**src/rtl/wb_write_port_if.sv**
```systemverilog
`default_nettype none
// +----------------------------------------------------------------------------+
// | Module      : wb_write_port_if                                             |
// | Description : Result-source handshakes and register-file write port        |
// |               bundle for wb_write_port.                                    |
// | Revision    : 1.0 - initial release                                        |
// +----------------------------------------------------------------------------+
interface wb_write_port_if #(
    parameter int XLEN = 64
);
    logic            alu_valid;
    logic            alu_ready;
    logic [4:0]      alu_rd;
    logic [XLEN-1:0] alu_val;

    logic            ld_valid;
    logic            ld_ready;
    logic [4:0]      ld_rd;
    logic [XLEN-1:0] ld_data;
    logic [2:0]      ld_offset;
    logic [1:0]      ld_size;
    logic            ld_unsigned;

    logic            write_sig;
    logic [4:0]      write_reg;
    logic [XLEN-1:0] write_val;

    modport master (
        output alu_valid, alu_rd, alu_val,
        input  alu_ready,
        output ld_valid, ld_rd, ld_data, ld_offset, ld_size, ld_unsigned,
        input  ld_ready,
        input  write_sig, write_reg, write_val
    );

    modport slave (
        input  alu_valid, alu_rd, alu_val,
        output alu_ready,
        input  ld_valid, ld_rd, ld_data, ld_offset, ld_size, ld_unsigned,
        output ld_ready,
        output write_sig, write_reg, write_val
    );
endinterface
`default_nettype wire

```
**src/rtl/wb_write_port.sv**
```systemverilog
`default_nettype none
// +----------------------------------------------------------------------------+
// | Module      : wb_write_port                                                |
// | Description : Merges ALU and load results into an arrival-ordered FIFO     |
// |               and retires one register-file write per cycle. Optional      |
// |               forwarding lookup enabled by macro WB_FWD_EN.                |
// | Revision    : 1.0 - initial release                                        |
// +----------------------------------------------------------------------------+
module wb_write_port #(
    parameter int DEPTH = 4,
    parameter int XLEN  = 64
) (
    input  wire                      clk,
    input  wire                      reset,
    wb_write_port_if.slave           bus,
    output logic [$clog2(DEPTH):0]   occupancy
`ifdef WB_FWD_EN
    ,
    input  wire  [4:0]               fwd_query_rd,
    output logic                     fwd_valid,
    output logic [4:0]               fwd_reg,
    output logic [XLEN-1:0]          fwd_val
`endif
);
    localparam int c_AW = $clog2(DEPTH);
    localparam int c_OW = c_AW + 1;

    logic [4:0]      r_rd  [DEPTH];
    logic [XLEN-1:0] r_val [DEPTH];
    logic [c_AW-1:0] r_wp;
    logic [c_AW-1:0] r_rp;
    logic [c_OW-1:0] r_occ;
    logic            r_write_sig;
    logic [4:0]      r_write_reg;
    logic [XLEN-1:0] r_write_val;

    logic            w_ld_push;
    logic            w_alu_push;
    logic            w_pop;
    logic [1:0]      w_npush;
    logic [c_AW-1:0] w_wp_alu;
    logic [XLEN-1:0] w_ld_shift;
    logic [XLEN-1:0] w_ld_ext;

    // Space is judged from registered occupancy only; a same-cycle pop is not credited.
    assign bus.ld_ready  = (r_occ <= c_OW'(DEPTH - 1));
    assign bus.alu_ready = bus.ld_valid ? (r_occ <= c_OW'(DEPTH - 2))
                                        : (r_occ <= c_OW'(DEPTH - 1));

    assign w_ld_push  = bus.ld_valid  & bus.ld_ready;
    assign w_alu_push = bus.alu_valid & bus.alu_ready;
    assign w_pop      = (r_occ != '0);
    assign w_npush    = {1'b0, w_ld_push} + {1'b0, w_alu_push};
    assign w_wp_alu   = w_ld_push ? (r_wp + c_AW'(1)) : r_wp;

    assign w_ld_shift = bus.ld_data >> {bus.ld_offset, 3'b000};

    always_comb begin
        w_ld_ext = w_ld_shift;
        case (bus.ld_size)
            2'd0:    w_ld_ext = {{(XLEN-8){~bus.ld_unsigned & w_ld_shift[7]}},   w_ld_shift[7:0]};
            2'd1:    w_ld_ext = {{(XLEN-16){~bus.ld_unsigned & w_ld_shift[15]}}, w_ld_shift[15:0]};
            2'd2:    w_ld_ext = {{(XLEN-32){~bus.ld_unsigned & w_ld_shift[31]}}, w_ld_shift[31:0]};
            default: w_ld_ext = w_ld_shift;
        endcase
    end

    // Load entry takes the older slot when both sources push together.
    always_ff @(posedge clk) begin
        if (w_ld_push) begin
            r_rd[r_wp]  <= bus.ld_rd;
            r_val[r_wp] <= w_ld_ext;
        end
        if (w_alu_push) begin
            r_rd[w_wp_alu]  <= bus.alu_rd;
            r_val[w_wp_alu] <= bus.alu_val;
        end
    end

    always_ff @(posedge clk) begin
        if (reset) begin
            r_wp        <= '0;
            r_rp        <= '0;
            r_occ       <= '0;
            r_write_sig <= 1'b0;
            r_write_reg <= '0;
            r_write_val <= '0;
        end else begin
            r_wp  <= r_wp + c_AW'(w_npush);
            r_occ <= r_occ + c_OW'(w_npush) - c_OW'(w_pop);
            if (w_pop) begin
                r_rp        <= r_rp + c_AW'(1);
                r_write_sig <= (r_rd[r_rp] != 5'd0);
                r_write_reg <= r_rd[r_rp];
                r_write_val <= (r_rd[r_rp] != 5'd0) ? r_val[r_rp] : '0;
            end else begin
                r_write_sig <= 1'b0;
            end
        end
    end

    assign bus.write_sig = r_write_sig;
    assign bus.write_reg = r_write_reg;
    assign bus.write_val = r_write_val;
    assign occupancy     = r_occ;

`ifdef WB_FWD_EN
    // Scan oldest to youngest so the youngest match wins.
    always_comb begin
        fwd_valid = 1'b0;
        fwd_reg   = '0;
        fwd_val   = '0;
        if (fwd_query_rd != 5'd0) begin
            if (r_write_sig && (r_write_reg == fwd_query_rd)) begin
                fwd_valid = 1'b1;
                fwd_reg   = r_write_reg;
                fwd_val   = r_write_val;
            end
            for (int i = 0; i < DEPTH; i++) begin
                if ((c_OW'(i) < r_occ) && (r_rd[r_rp + c_AW'(i)] == fwd_query_rd)) begin
                    fwd_valid = 1'b1;
                    fwd_reg   = r_rd[r_rp + c_AW'(i)];
                    fwd_val   = r_val[r_rp + c_AW'(i)];
                end
            end
        end
    end
`endif
endmodule
`default_nettype wire

```
**src/flat_wrapper.sv**
```systemverilog
// flat-port wrapper written by rule: the top's interface ports become plain ports
module wb_write_port_flat 
#(
    parameter int DEPTH = 4,
    parameter int XLEN  = 64
)
  (clk, reset, occupancy, bus_alu_valid, bus_alu_rd, bus_alu_val, bus_alu_ready, bus_ld_valid, bus_ld_rd, bus_ld_data, bus_ld_offset, bus_ld_size, bus_ld_unsigned, bus_ld_ready, bus_write_sig, bus_write_reg, bus_write_val);
  wb_write_port_if #(.XLEN(XLEN)) bus_i ();
  input  wire clk;
  input  wire reset;
  output logic [$clog2(DEPTH):0] occupancy;
  input wire logic [$bits(bus_i.alu_valid)-1:0] bus_alu_valid;
  input wire logic [$bits(bus_i.alu_rd)-1:0] bus_alu_rd;
  input wire logic [$bits(bus_i.alu_val)-1:0] bus_alu_val;
  output wire logic [$bits(bus_i.alu_ready)-1:0] bus_alu_ready;
  input wire logic [$bits(bus_i.ld_valid)-1:0] bus_ld_valid;
  input wire logic [$bits(bus_i.ld_rd)-1:0] bus_ld_rd;
  input wire logic [$bits(bus_i.ld_data)-1:0] bus_ld_data;
  input wire logic [$bits(bus_i.ld_offset)-1:0] bus_ld_offset;
  input wire logic [$bits(bus_i.ld_size)-1:0] bus_ld_size;
  input wire logic [$bits(bus_i.ld_unsigned)-1:0] bus_ld_unsigned;
  output wire logic [$bits(bus_i.ld_ready)-1:0] bus_ld_ready;
  output wire logic [$bits(bus_i.write_sig)-1:0] bus_write_sig;
  output wire logic [$bits(bus_i.write_reg)-1:0] bus_write_reg;
  output wire logic [$bits(bus_i.write_val)-1:0] bus_write_val;
  assign bus_i.alu_valid = bus_alu_valid;
  assign bus_i.alu_rd = bus_alu_rd;
  assign bus_i.alu_val = bus_alu_val;
  assign bus_alu_ready = bus_i.alu_ready;
  assign bus_i.ld_valid = bus_ld_valid;
  assign bus_i.ld_rd = bus_ld_rd;
  assign bus_i.ld_data = bus_ld_data;
  assign bus_i.ld_offset = bus_ld_offset;
  assign bus_i.ld_size = bus_ld_size;
  assign bus_i.ld_unsigned = bus_ld_unsigned;
  assign bus_ld_ready = bus_i.ld_ready;
  assign bus_write_sig = bus_i.write_sig;
  assign bus_write_reg = bus_i.write_reg;
  assign bus_write_val = bus_i.write_val;
  wb_write_port #(.DEPTH(DEPTH), .XLEN(XLEN)) u_core (.clk(clk), .reset(reset), .bus(bus_i), .occupancy(occupancy));
endmodule
```
**config.mk**
```make
export PLATFORM = sky130hd
export DESIGN_NAME = wb_write_port_flat
export DESIGN_NICKNAME = d
export VERILOG_FILES = /design/src/rtl/wb_write_port_if.sv /design/src/rtl/wb_write_port.sv /design/src/flat_wrapper.sv
export SDC_FILE = /design/constraint.sdc
export NUM_CORES = 1
export LEC_CHECK = 0
export BUFFER_PORTS_ARGS = -buffer_cell sky130_fd_sc_hd__buf_2
export CAP_MARGIN = 20
export CELL_PAD_IN_SITES_DETAIL_PLACEMENT = 1
export CELL_PAD_IN_SITES_GLOBAL_PLACEMENT = 1
export CORE_MARGIN = 2
export CORE_UTILIZATION = 43
export CTS_CLUSTER_SIZE = 28
export DETAILED_ROUTE_END_ITERATION = 16
export GPL_ROUTABILITY_DRIVEN = 0
export PLACE_DENSITY = 0.78
export SYNTH_ARGS = -nofsm -noshare
export SYNTH_HDL_FRONTEND = slang
export SYNTH_SLANG_ARGS = --single-unit
```
**constraint.sdc**
```tcl
create_clock -name clk -period 4 [get_ports clk]
set_input_delay 0.8 -clock clk [delete_from_list [all_inputs] [get_ports clk]]
set_output_delay 0.8 -clock clk [all_outputs]
set_load 0.005 [all_outputs]
```
Yosys cells after proc, flatten, opt, wreduce, memory -nomap -nowiden --
Memories as Yosys holds them, arrays and structs flattened. A register that Yosys moved wholly into a read port is not among the register bits. Index checks and enable logic that the tools add are counted.
Storage, ports and cells: register bits after elaboration 77, bits in latches 0, bits in writable memories 276, ROM bits 0, input bits 148, output and inout port bits 75, memories 2
Memory list:
- u_core.r_val | depth 4, width 64, rd ports 1, clocked after Yosys merged registers in 1, wr ports 2, RTL line wb_write_port.sv:29 | logic [XLEN-1:0] r_val [DEPTH];
- u_core.r_rd | depth 4, width 5, rd ports 1, clocked after Yosys merged registers in 1, wr ports 2, RTL line wb_write_port.sv:28 | logic [4:0] r_rd [DEPTH];
Operators by class: add/subtract/negate cells 6, $mul 0, div/mod/pow operators 0, order comparisons 2, equality and inequality tests 2, shift operators 1, multiplexer cells 12, bitwise logic cells 7, reduce and logical (&&, ||, !) cells 4
Operators by type and width (count):
- one-hot mux 64 bit (3 select lines) | 1
- two-way mux 64 bit | 1
- right shift 64 x 6 -> 64 bit | 1
- two-way mux 2 bit | 5
- less-or-equal comparator 3 x 2 -> 1 bit, second input constant | 2
- bitwise AND 1 bit | 5
- two-way mux 1 bit | 5
- nonzero test 5 bit | 1
- adder 2 x 1 -> 2 bit, second input constant | 2
- adder 3 x 2 -> 3 bit | 1
- nonzero test 3 bit | 1
- subtractor 3 x 1 -> 3 bit | 1
- adder 1 x 1 -> 2 bit | 1
- adder 2 bit | 1
- == test 2 x 1 -> 1 bit, second input constant | 1
- == test 2 bit, second input constant | 1
- logical NOT 2 bit | 1
- inverter 1 bit | 2
- OR reduction 2 bit | 1

Longest topological paths before layout --
Gate-level depths: netlist of run 1.
depth in word-level cells 6, gate-level depth with buffers 10, mapped depth without buffers 10

Least setup slack after synthesis of run 1 --
OpenSTA, ideal clock, no wires.
kind input -> register, start input port bus_ld_valid, end memory u_core.r_rd[1][0] (enable), setup time 0.720 ns, arrival 3.398 ns, path slack -0.119 ns, stages on the path 8, path buffers 4, cells stage by stage a31oi_1 > and2_1 > clkbuf_1 > o21ai_1 > clkbuf_1 > buf_2 > buf_1 > nand2_1
RTL lines:
- from (decl) | RTL line flat_wrapper.sv:16 | input wire logic [$bits(bus_i.ld_valid)-1:0] bus_ld_valid;
- to (decl) | RTL line wb_write_port.sv:28

==> key figures, run 1 <==
Job
  – Max Cap Viol: 0

Timing
  – Setup TNS: 0 ns
  – Final setup violation count: 0
  – Unrepaired setup endpoints after global routing: no
  – Fin. max-slew vios: 0
  – Max frequency: 0.3253 GHz
  – Worst-margin pin slew: 0.8848 ns
  – Worst-case clock skew: 0.01898 ns
  – Period minus WS final: 3.074 ns
  – Final period utilization: 76.85%
  – Post-route setup slack: 0.9260 ns
  – Slew margin rel.: 40.88%
  – Fin. Hold Viols: 0

Placement
  – PortBufs: 222
  – Place WS: 0.4478 ns
  – Detailed-placement wirelength estimate: 38470 um

Synthesis
  – Yosys warning total: 0
  – Yosys reg bits: 355
  – Post-synth ARST share: 0%
  – Mean area per synthesized cell: 13.43 um^2
  – Post-synthesis cell area: 17940 um^2
  – Sequential fraction of the synthesis area: 55.01%
  – Post-synth EDFFs: 276
  – Post-Syn Instances: 1336
  – Unique cell type count in the Yosys netlist: 46
  – Syn Nets: 1494
  – Top_reg_cell synth: edfxtp_1

Power
  – Worst vdd ir: 367.9 uV
  – Switching share of power: 33.29%
  – Gate power share: 36.4%
  – Clk network pwr share: 24.1%
  – Power Total: 14670 uW
  – PwrDens: 700.6 nW/um^2
  – Switching power: 4885 uW
  – LEAKAGE: 0.007843 uW
  – Internal power: 9787 uW
  – Sequential Power Share: 39.5%

Cells and area
  – P&R area growth vs syn: 16.72%
  – Share of cells above drive strength 1: 37.35%
  – FF+latch area: 9874 um^2
  – Biggest register: u_core.r_val
  – Max reg flops: 256
  – Fin nets: 1677
  – Fillers: 4121
  – Area of the multi-input gates: 7547 um^2
  – Commonest non-fill, non-tap cell in the layout: edfxtp_1
  – Most frequent cells in the layout: 276 x edfxtp_1, 221 x buf_2, 163 x nor2_1, 144 x mux2_2, 131 x a31oi_1
  – Post-layout util: 51.06%

Global route
  – Pin count of the biggest net entering global routing: 74
  – Antenna violations before repair: 12
  – M1 GR Usage: 34.38%
  – GRT Util Overall: 25.88%
  – Met3 Use GR: 4.151%
  – GR Layer Usage met2: 43.54%
  – Via count of the first global-routing pass: 13360
  – Busiest grt layer: met2
  – First-pass GRT wire length: 84350 um
  – Gr ovfl total: 0

CTS
  – Clock latency on the worst-skew pair: 0.57 ns
  – Hold buffer count at cts: 0
  – Htree depth: 2
  – Num CTS Buffers: 39
  – Post-CTS setup buffer count: 0
  – Clock sinks: 355
  – Clock Tree Buf Depth: 3
  – TritonCTS clock tree: built
  – Clk root buf: clkbuf_16
  – Clk slew on worst S/H paths: 0.06 ns
  – Post-CTS sizing: 0

Critical path
  – Startpoint Class: register
  – Class of the most critical setup path: reg -> reg
  – Critical Path RT: 4.30 ns
  – FF-to-FF setup slack: 0.93 ns
  – Crit path DAT: 3.38 ns
  – Crit Path Max Fanout: 36
  – Crit. End Element: register

Drt
  – First drt pass iteration count: 6
  – Drt drc: 0
  – Post-route antenna net violation count: 0
  – First-iteration detailed-routing DRC count: 1157
  – Total Routed Length: 56750 um
  – Via/cell ratio: 6.167
  – WL per Instance: 27.14 um
  – Via count: 12900

Die
  – Die ar.: 43370 um^2
  – Die width: 208.3 um
  – Core box area: 41020 um^2
  – Die extent in y: 208.3 um
  – Row cnt: 74
  – Starting Density: 43.74%
  – I/O pin total: 223

Run status
  – Outcome: complete, no violations

Hold path
  – Worst min-delay path class: reg -> reg
[synth_stat cells, types with 2 or more instances]
cell / count / area, um^2
edfxtp_1: 276 / 8288
nor2_1: 165 / 619.3
mux2_2: 144 / 1622
a31oi_1: 131 / 819.5
mux4_2: 92 / 2072
nand2_1: 87 / 326.6
dfxtp_1: 79 / 1582
clkbuf_1: 66 / 247.7
a32o_1: 64 / 640.6
buf_2: 39 / 195.2
mux2i_1: 38 / 380.4
nor2b_1: 14 / 87.58
buf_1: 10 / 37.54
a21oi_1: 9 / 45.04
ha_1: 9 / 112.6
inv_1: 9 / 33.78
o21ai_0: 9 / 45.04
nor3_1: 8 / 40.04
o2bb2ai_1: 8 / 70.07
a211o_1: 7 / 61.31
a32oi_1: 7 / 61.31
nand3_1: 7 / 35.03
o2111ai_1: 6 / 52.55
buf_6: 5 / 56.30
mux2_4: 4 / 60.06
nor3b_1: 4 / 30.03
xnor2_1: 4 / 35.03
nand2b_1: 3 / 18.77
nand3b_1: 3 / 22.52
nand4_1: 3 / 18.77
o21ai_1: 3 / 15.01
and2_1: 2 / 12.51
and3_1: 2 / 12.51
clkbuf_8: 2 / 27.53
clkinv_1: 2 / 7.510
mux2_1: 2 / 22.52
nor4bb_1: 2 / 20.02
o211ai_1: 2 / 15.01
or2_2: 2 / 12.51
[path summary, 6_finish.rpt]
check	end	cells past startpoint	from
worst min register to register	u_core.bus.write_reg[1]	2	u_core.bus.write_reg[1]
worst min-delay path	u_core.bus.write_reg[1]	2	u_core.bus.write_reg[1]
worst max register to register	u_core.r_val[3][31]	7	u_core.r_wp[0]
worst max-delay path	u_core.r_val[3][31]	7	u_core.r_wp[0]
[metrics by stage]
stage,hold slack (ns),cells,cell area [um^2]
floorplan,0.4483,1336,17950
global placement,0.4382,2010,19680
detailed placement,0.4461,2010,19680
CTS,0.4583,2082,20920
global route,0.4730,2089,20940
finish,0.4577,2091,20940
[critical path: stages (launching register included)]
cell	delay [ns]
dfxtp_1	0.54
inv_1	0.16
ha_1	0.37
nor4bb_1	0.17
a31oi_1	0.20
or2b_4	0.56
buf_4	0.43
mux2_4	0.33
[power by group through the flow]
stage / Sequential (uW) / Clock, uW / Combinational, uW
floorplan: 5800 / 0 / 3490
global placement: 5800 / 0 / 5210
detailed placement: 5870 / 0 / 5380
CTS: 5800 / 3590 / 5400
global route: 5900 / 3720 / 5740
finish: 5800 / 3530 / 5340
[final cells by class]
| cell class | instances | area share, % |
|---|---|---|
| flip-flops and latches | 355 | 47.15 |
| multi-input cells | 848 | 36.04 |
| repair buffers | 264 | 7.421 |
| clock buffers | 58 | 5.395 |
| well taps | 532 | 3.179 |
| clock inverters | 14 | 0.5079 |
| inverters | 11 | 0.1972 |
| diodes | 9 | 0.1075 |
[logic make-up after synthesis]
| kind of cell | Yosys count | share of synthesized area (%) |
|---|---|---|
| flops | 355 | 55.01 |
| simple gates | 306 | 7.239 |
| mux | 280 | 23.17 |
| compound gates | 247 | 10.22 |
| buf+inv | 133 | 3.375 |
| fa+ha+maj | 10 | 0.7393 |
| xor+xnor | 5 | 0.2441 |
[metal layers]
metal	share of wire, %	vias up	wire length [um]
met4	2.3	6	1297
li1	-	5675	-
met1	41	6606	23370
met3	7.1	83	4012
met2	49	526	28030
met5	0.067	-	38
No activity file was read; power rests on OpenSTA's default activity.
==> inputs of run 2 (changes only) <==
ABC_AREA = 1   (was unset)
CORE_UTILIZATION = 44   (was 43)
PLACE_DENSITY = 0.83   (was 0.78)
clock period = 3 ns   (was 4 ns; I/O delays follow)
==> run 2 against run 1 <==
- sequential cell count unchanged
- combinational power increased by 55%
- global-route usage increased by 6.8 points
- die area increased by 2.3%
- critical path type unchanged
==> key figures, run 2 <==
Run status
  – Outcome: complete, no violations

CTS
  – Hold buffer count at cts: 0 (unchanged)
  – Num CTS Buffers: 41 (+5.1%)
  – TritonCTS clock tree: built
  – Post-CTS sizing: 0 (unchanged)
  – Clock latency on the worst-skew pair: 0.57 ns (about the same)
  – Post-CTS setup buffer count: 0 (unchanged)
  – Clk root buf: clkbuf_16
  – Htree depth: 2 (unchanged)
  – Clock Tree Buf Depth: 3 (unchanged)
  – Clock sinks: 355 (unchanged)
  – Clk slew on worst S/H paths: 0.06 ns (about the same)

Die
  – Die extent in y: 210.6 um (+1.1%)
  – Core box area: 42040 um^2 (+2.5%)
  – Die ar.: 44350 um^2 (+2.3%)
  – Die width: 210.6 um (+1.1%)
  – Starting Density: 44.67% (+0.93 points)
  – Row cnt: 75 (+1.4%)
  – I/O pin total: 223 (unchanged)

Synthesis
  – Syn Nets: 2570 (+72%)
  – Yosys warning total: 0 (unchanged)
  – Top cells by count, synth: 1184 x nand2_1, 276 x edfxtp_1, 222 x o21ai_0
  – Post-synth EDFFs: 276 (unchanged)
  – Count leader, synth: nand2_1
  – Sequential fraction of the synthesis area: 52.55% (-2.5 points)
  – Largest area contributor in the netlist: edfxtp_1
  – Synth top area share: 44.13% (-2.1 points)
  – Top_reg_cell synth: edfxtp_1
  – Yosys reg bits: 355 (unchanged)
  – Post-synthesis cell area: 18780 um^2 (+4.7%)
  – Unique cell type count in the Yosys netlist: 36 (-22%)
  – Area contributors post-synth: edfxtp_1 44%, nand2_1 24%, dfxtp_1 8.4%
  – Post-synth ARST share: 0% (unchanged)
  – Post-Syn Instances: 2412 (+81%)
  – Mean area per synthesized cell: 7.786 um^2 (-42%)

Power
  – Gate power share: 39.0% (+2.6 points)
  – LEAKAGE: 0.009909 uW (+26%)
  – Internal power: 12640 uW (+29%)
  – Clk network pwr share: 22.8% (-1.3 points)
  – Worst vdd ir: 725.4 uV (+97%)
  – Sequential Power Share: 38.2% (-1.3 points)
  – PwrDens: 975.3 nW/um^2 (+39%)
  – Switching power: 8565 uW (+75%)
  – Switching share of power: 40.39% (+7.1 points)

Timing
  – Fin. Hold Viols: 0 (unchanged)
  – Fin. max-slew vios: 0 (unchanged)
  – Unrepaired setup endpoints after global routing: no
  – Worst-margin pin slew: 0.8276 ns (-0.05713 ns)
  – Period minus WS final: 2.514 ns (-0.5601 ns)
  – Setup TNS: 0 ns (unchanged)
  – Final period utilization: 83.80% (+6.9 points)
  – Slew margin rel.: 44.82% (+3.9 points)
  – Final setup violation count: 0 (unchanged)
  – Worst-case clock skew: 0.01419 ns (-0.004789 ns)
  – Max frequency: 0.3978 GHz (+22%)

Cells and area
  – Fin nets: 2724 (+62%)
  – Biggest register: u_core.r_val
  – Max reg flops: 256 (unchanged)
  – Share of cells above drive strength 1: 14.52% (-23 points)
  – Commonest non-fill, non-tap cell in the layout: nand2_1
  – Post-Layout Cell Count: 3138 (+50%)
  – P&R area growth vs syn: 15.77%
  – Most frequent cells in the layout: 1180 x nand2_1, 276 x edfxtp_1, 222 x o21ai_0, 222 x buf_2, 142 x nand3_1

Drt
  – Drt drc: 0 (unchanged)
  – First-iteration detailed-routing DRC count: 1580 (+37%)
  – Post-route antenna net violation count: 0 (unchanged)
  – Via count: 18390 (+43%)
  – WL per Instance: 23.06 um (-15%)
  – Via/cell ratio: 5.861 (-5.0%)
  – First drt pass iteration count: 5 (-1)
  – Total Routed Length: 72380 um (+28%)

Global route
  – Via count of the first global-routing pass: 18940 (+42%)
  – First-pass GRT wire length: 110000 um (+30%)
  – Antenna violations before repair: 4 (-8)
  – Pin count of the biggest net entering global routing: 84 (+14%)
  – GRT Util Overall: 32.69% (+6.8 points)
  – Gr ovfl total: 0 (unchanged)

Critical path
  – Crit path DAT: 2.97 ns (-0.41 ns)
  – Startpoint Class: register
  – Crit Path Max Fanout: 29 (-19%)
  – Class of the most critical setup path: reg -> reg
  – Critical Path RT: 3.46 ns (-0.84 ns)
  – Crit. End Element: register

Job
  – Max Cap Viol: 0 (unchanged)

Placement
  – Placed cell count: 3062 (+52%)
  – Detailed-placement wirelength estimate: 47100 um (+22%)
  – PortBufs: 222 (unchanged)

Hold path
  – Worst min-delay path class: in -> reg
## run 2: cell types whose count changed after synthesis, sizes merged, moves of 92 or more
cell,change
nand2,+1107
o21ai,+222
mux2,-150
nand3,+141
a31oi,-131
mux4,-92
## run 2: worst max-delay path: stages (launching register included)
cell and delay, ns:
dfxtp_4 0.56, clkinv_2 0.39, nand2_1 0.17, nand3_1 0.08
nand2_1 0.14, nand3_1 0.14, nor2_4 0.32, nor2_2 0.09
buf_12 0.18, nand2_1 0.17, nand2_1 0.07
## run 2: area by class of cell
type / count / area [um^2]
diodes: 3 / 7.507
clock buffers: 64 / 1225
clock inverters: 9 / 41.29
fillers: 5221 / 20300
inverters: 56 / 211.5
multi-input cells: 1834 / 7939
flip-flops and latches: 355 / 9874
well taps: 539 / 674.4
repair buffers: 278 / 1769
## run 2: logic make-up (layout without fill, tap and decap cells)
| group | count (synthesis) | in the layout | share of synthesized area, % |
|---|---|---|---|
| fa+ha+maj | 10 | 10 | 0.7062 |
| mux | 2 | 2 | 0.1066 |
| xor+xnor | 4 | 4 | 0.1866 |
| simple gates | 1494 | 1494 | 31.80 |
| buf+inv | 223 | 407 | 5.450 |
| other cells | 0 | 3 | 0 |
| flops | 355 | 355 | 52.55 |
| compound gates | 324 | 324 | 9.201 |
## run 2: power groups by stage
stage	registers (uW)	logic (uW)	clock network, uW
4_1_cts	8090	8230	4870
3_5_place_dp	8170	8140	0
5_1_grt	8240	8990	5060
2_1_floorplan	8030	4850	0
3_3_place_gp	8070	7750	0
6_report	8090	8270	4840
## run 2: path summary, 6_finish.rpt
| path | startpoint | end | slack, ns | depth (start not counted) |
|---|---|---|---|---|
| max | register | u_core.bus.write_val[44] | 0.49 | 10 |
| min | reset | u_core.occupancy[1] | 0.31 | 2 |
| max reg2reg | register | u_core.bus.write_val[44] | 0.49 | 10 |
| min reg2reg | u_core.r_rp[1] | register | 0.44 | 1 |
## run 2: stage by stage
step                utilization [%]  area [um^2]  worst slack (ns)  power, uW  hold WS, ns
floorplan                         -        18790            0.1956      12880       0.4121
global placement              48.69        20470            0.3186      15820       0.4229
detailed placement            48.69        20470            0.2729      16310       0.4336
CTS                           51.70        21730            0.5536      21190       0.3066
global route                  51.71        21740            0.3850      22290       0.3449
finish                        51.72        21740            0.4861      21210       0.3142
## run 2: per-layer routing
metal	up-vias	part of all wire, %	track usage, %
met4	2	5.3	17.85
met1	8952	39	41.40
li1	8274	-	-
met3	247	8.0	4.261
met5	-	0.015	0
met2	917	48	54.51
==> inputs of run 3 (changes only) <==
clock period = 2.5 ns   (was 3 ns; I/O delays follow)
==> run 3 against run 2 <==
- die area is the same
- sequential cell count is the same
- first-iteration DRC count grew 5.0%
- wire length grew 0.96%
- sequential share of layout area shrank 0.45 points
- total power grew 21%
- hold slack lost 0.074 ns
- setup slack lost 0.25 ns
- core utilization grew 0.51 points
- combinational power grew 22%
- critical path type unchanged
- largest power group unchanged
- highest routed layer is now met4
==> key figures, run 3 (synthesis gave the netlist of run 2 again) <==
Die
  – Starting Density: 44.67% (unchanged)
  – Row cnt: 75 (unchanged)
  – Die width: 210.6 um (unchanged)
  – I/O pin total: 223 (unchanged)
  – Die extent in y: 210.6 um (unchanged)
  – Die ar.: 44350 um^2 (unchanged)
  – Core box area: 42040 um^2 (unchanged)

Timing
  – Slew margin rel.: 46.36% (+1.5 points)
  – Worst-case clock skew: 0.01787 ns (+0.003678 ns)
  – Worst-margin pin slew: 0.8046 ns (-0.02304 ns)
  – Unrepaired setup endpoints after global routing: no
  – Max frequency: 0.4410 GHz (+11%)
  – Setup TNS: 0 ns (unchanged)
  – Fin. max-slew vios: 0 (unchanged)
  – Final setup violation count: 0 (unchanged)
  – Fin. Hold Viols: 0 (unchanged)
  – Period minus WS final: 2.268 ns (-0.2462 ns)
  – Final period utilization: 90.71% (+6.9 points)
  – Post-route setup slack: 0.2323 ns (-0.2538 ns)

Drt
  – First drt pass iteration count: 5 (unchanged)
  – Via/cell ratio: 5.825 (-0.61%)
  – Via count: 18360 (-0.20%)
  – Post-route antenna net violation count: 0 (unchanged)
  – Total Routed Length: 73070 um (+0.96%)
  – WL per Instance: 23.19 um (+0.55%)
  – First-iteration detailed-routing DRC count: 1659 (+5.0%)
  – Drt drc: 0 (unchanged)

Cells and area
  – Biggest register: u_core.r_val
  – Max reg flops: 256 (unchanged)
  – Commonest non-fill, non-tap cell in the layout: nand2_1
  – Most frequent cells in the layout: 1180 x nand2_1, 276 x edfxtp_1, 222 x o21ai_0, 222 x buf_2, 142 x nand3_1
  – Post-Layout Cell Count: 3151 (+0.41%)
  – P&R area growth vs syn: 16.92%
  – Design Area, Final: 21960 um^2 (+0.99%)
  – Share of cells above drive strength 1: 15.20% (+0.68 points)
  – Fin nets: 2739 (+0.55%)
  – Post-layout util: 52.23% (+0.51 points)

Critical path
  – Worst setup path endpoint: u_core.bus.write_val[15]
  – Crit path DAT: 2.68 ns (-0.29 ns)
  – FF-to-FF setup slack: 0.23 ns (-0.25 ns)
  – CP max-delay cell: nor2_2
  – Stages on the worst setup path: 7 (-3)
  – Buffers & Inverters on Critical Path: 1 (-1)
  – CP top delay family: simple AND/OR/NAND/NOR gates
  – Startpoint Class: register
  – CP cell instances: clkinv_2, nand2_1, nand3_1, nand2_1, nand3_1, nor2_2, o21ai_0
  – CP max stage delay: 0.67 ns (+0.11 ns)
  – Crit Path Max Fanout: 13 (-55%)
  – Class of the most critical setup path: reg -> reg
  – Crit. End Element: register
  – Worst R2R Path Depth: 7 (-3)
  – FF-to-FF End: u_core.bus.write_val[15]
  – Critical Path RT: 2.91 ns (-0.55 ns)

CTS
  – Hold buffer count at cts: 0 (unchanged)
  – Clk slew on worst S/H paths: 0.06 ns (about the same)
  – Num CTS Buffers: 41 (unchanged)
  – Clock sinks: 355 (unchanged)
  – TritonCTS clock tree: built
  – Clock latency on the worst-skew pair: 0.56 ns (about the same)
  – Clock Tree Buf Depth: 3 (unchanged)
  – Htree depth: 2 (unchanged)
  – Clk root buf: clkbuf_16

Hold path
  – Worst min-delay path class: in -> reg
  – Hold path cells: 2 (unchanged)

Job
  – Max Cap Viol: 0 (unchanged)

Global route
  – Gr ovfl total: 0 (unchanged)
  – Antenna violations before repair: 2 (-2)
  – First-pass GRT wire length: 110000 um (about the same)
  – Via count of the first global-routing pass: 18800 (-0.75%)
  – Pin count of the biggest net entering global routing: 129 (+54%)
  – GRT Util Overall: 32.56% (-0.13 points)

Power
  – PwrDens: 1165 nW/um^2 (+19%)
  – Worst vdd ir: 716.9 uV (-1.2%)
  – LEAKAGE: 0.01001 uW (+1.1%)

Run status
  – Outcome: complete, no violations

Placement
  – Detailed-placement wirelength estimate: 48310 um (+2.6%)
  – Placed cell count: 3075 (+0.42%)
  – PortBufs: 222 (unchanged)
  – Place WS: 0.009149 ns (-0.2638 ns)
  – Placed inst area: 20670 um^2 (+1.0%)
==> run 3: changes by cell type in the layout (fill, tap and decap cells not counted), moves of 2 or more <==
| cell | change |
|---|---|
| buf_12 | +7 |
| buf_4 | +7 |
| clkinv_1 | -5 |
| clkinv_2 | +6 |
| diode_2 | -2 |
| nand2_2 | -4 |
| nand2_4 | +4 |
==> run 3: worst min path at each step <==
| stage | to | slack (ns) | start |
|---|---|---|---|
| after floorplan | register | 0.41 | u_core.r_rp[1] |
| after global placement | register | 0.42 | u_core.r_rp[1] |
| after detailed placement | register | 0.43 | u_core.r_rp[1] |
| after CTS | u_core.occupancy[0] | 0.23 | reset |
| after global routing | u_core.r_wp[0] | 0.26 | reset |
| final | u_core.occupancy[0] | 0.24 | reset |
==> run 3: routing by layer <==
layer | global-route usage, % | vias to the layer above | share of wire [%]
li1 | - | 8300 | -
met5 | 0 | - | 0
met3 | 4.544 | 171 | 7.5
met2 | 54.02 | 792 | 47
met4 | 14.40 | 0 | 4.2
met1 | 42.60 | 9093 | 41
==> run 3: layout make-up <==
cell class,count,area (um^2)
Antenna cell,1,2.502
Clock buffer,62,1186
Clock inverter,11,81.33
Fill cell,5221,20080
Inverter,56,211.5
Multi-Input combinational cell,1835,7965
Sequential cell,355,9874
Tap cell,539,674.4
Timing Repair Buffer,292,1962
==> run 3: per-stage QoR <==
stage	hold slack, ns	power (uW)
2_1_floorplan	0.4121	15440
3_3_place_gp	0.4237	19090
3_5_place_dp	0.4311	19580
4_1_cts	0.2332	25440
5_1_grt	0.2572	26880
6_report	0.2401	25580
==> run 3: repair_timing <==
item,CTS,global route
endpoints found under the setup margin,0,11
buffers inserted,0,1
gates resized for setup,0,0
==> run 3: power by group <==
| group | total, uW | internal, uW | switching, uW | leakage [uW] |
|---|---|---|---|---|
| clock network | 5830 | 3370 | 2460 | 0.000624 |
| registers | 9690 | 9000 | 694 | 0.00326 |
| logic | 10100 | 2900 | 7160 | 0.00613 |
| total | 25600 | 15300 | 10300 | 0.0100 |
==> run 3: worst register-to-register path, delay by kind of cell, from the launching register on <==
| family | cells | cell delay (ns) |
|---|---|---|
| buf+inv | 1 | 0.22 |
| flops | 1 | 0.44 |
| compound gates | 1 | 0.17 |
| simple gates | 5 | 1.29 |
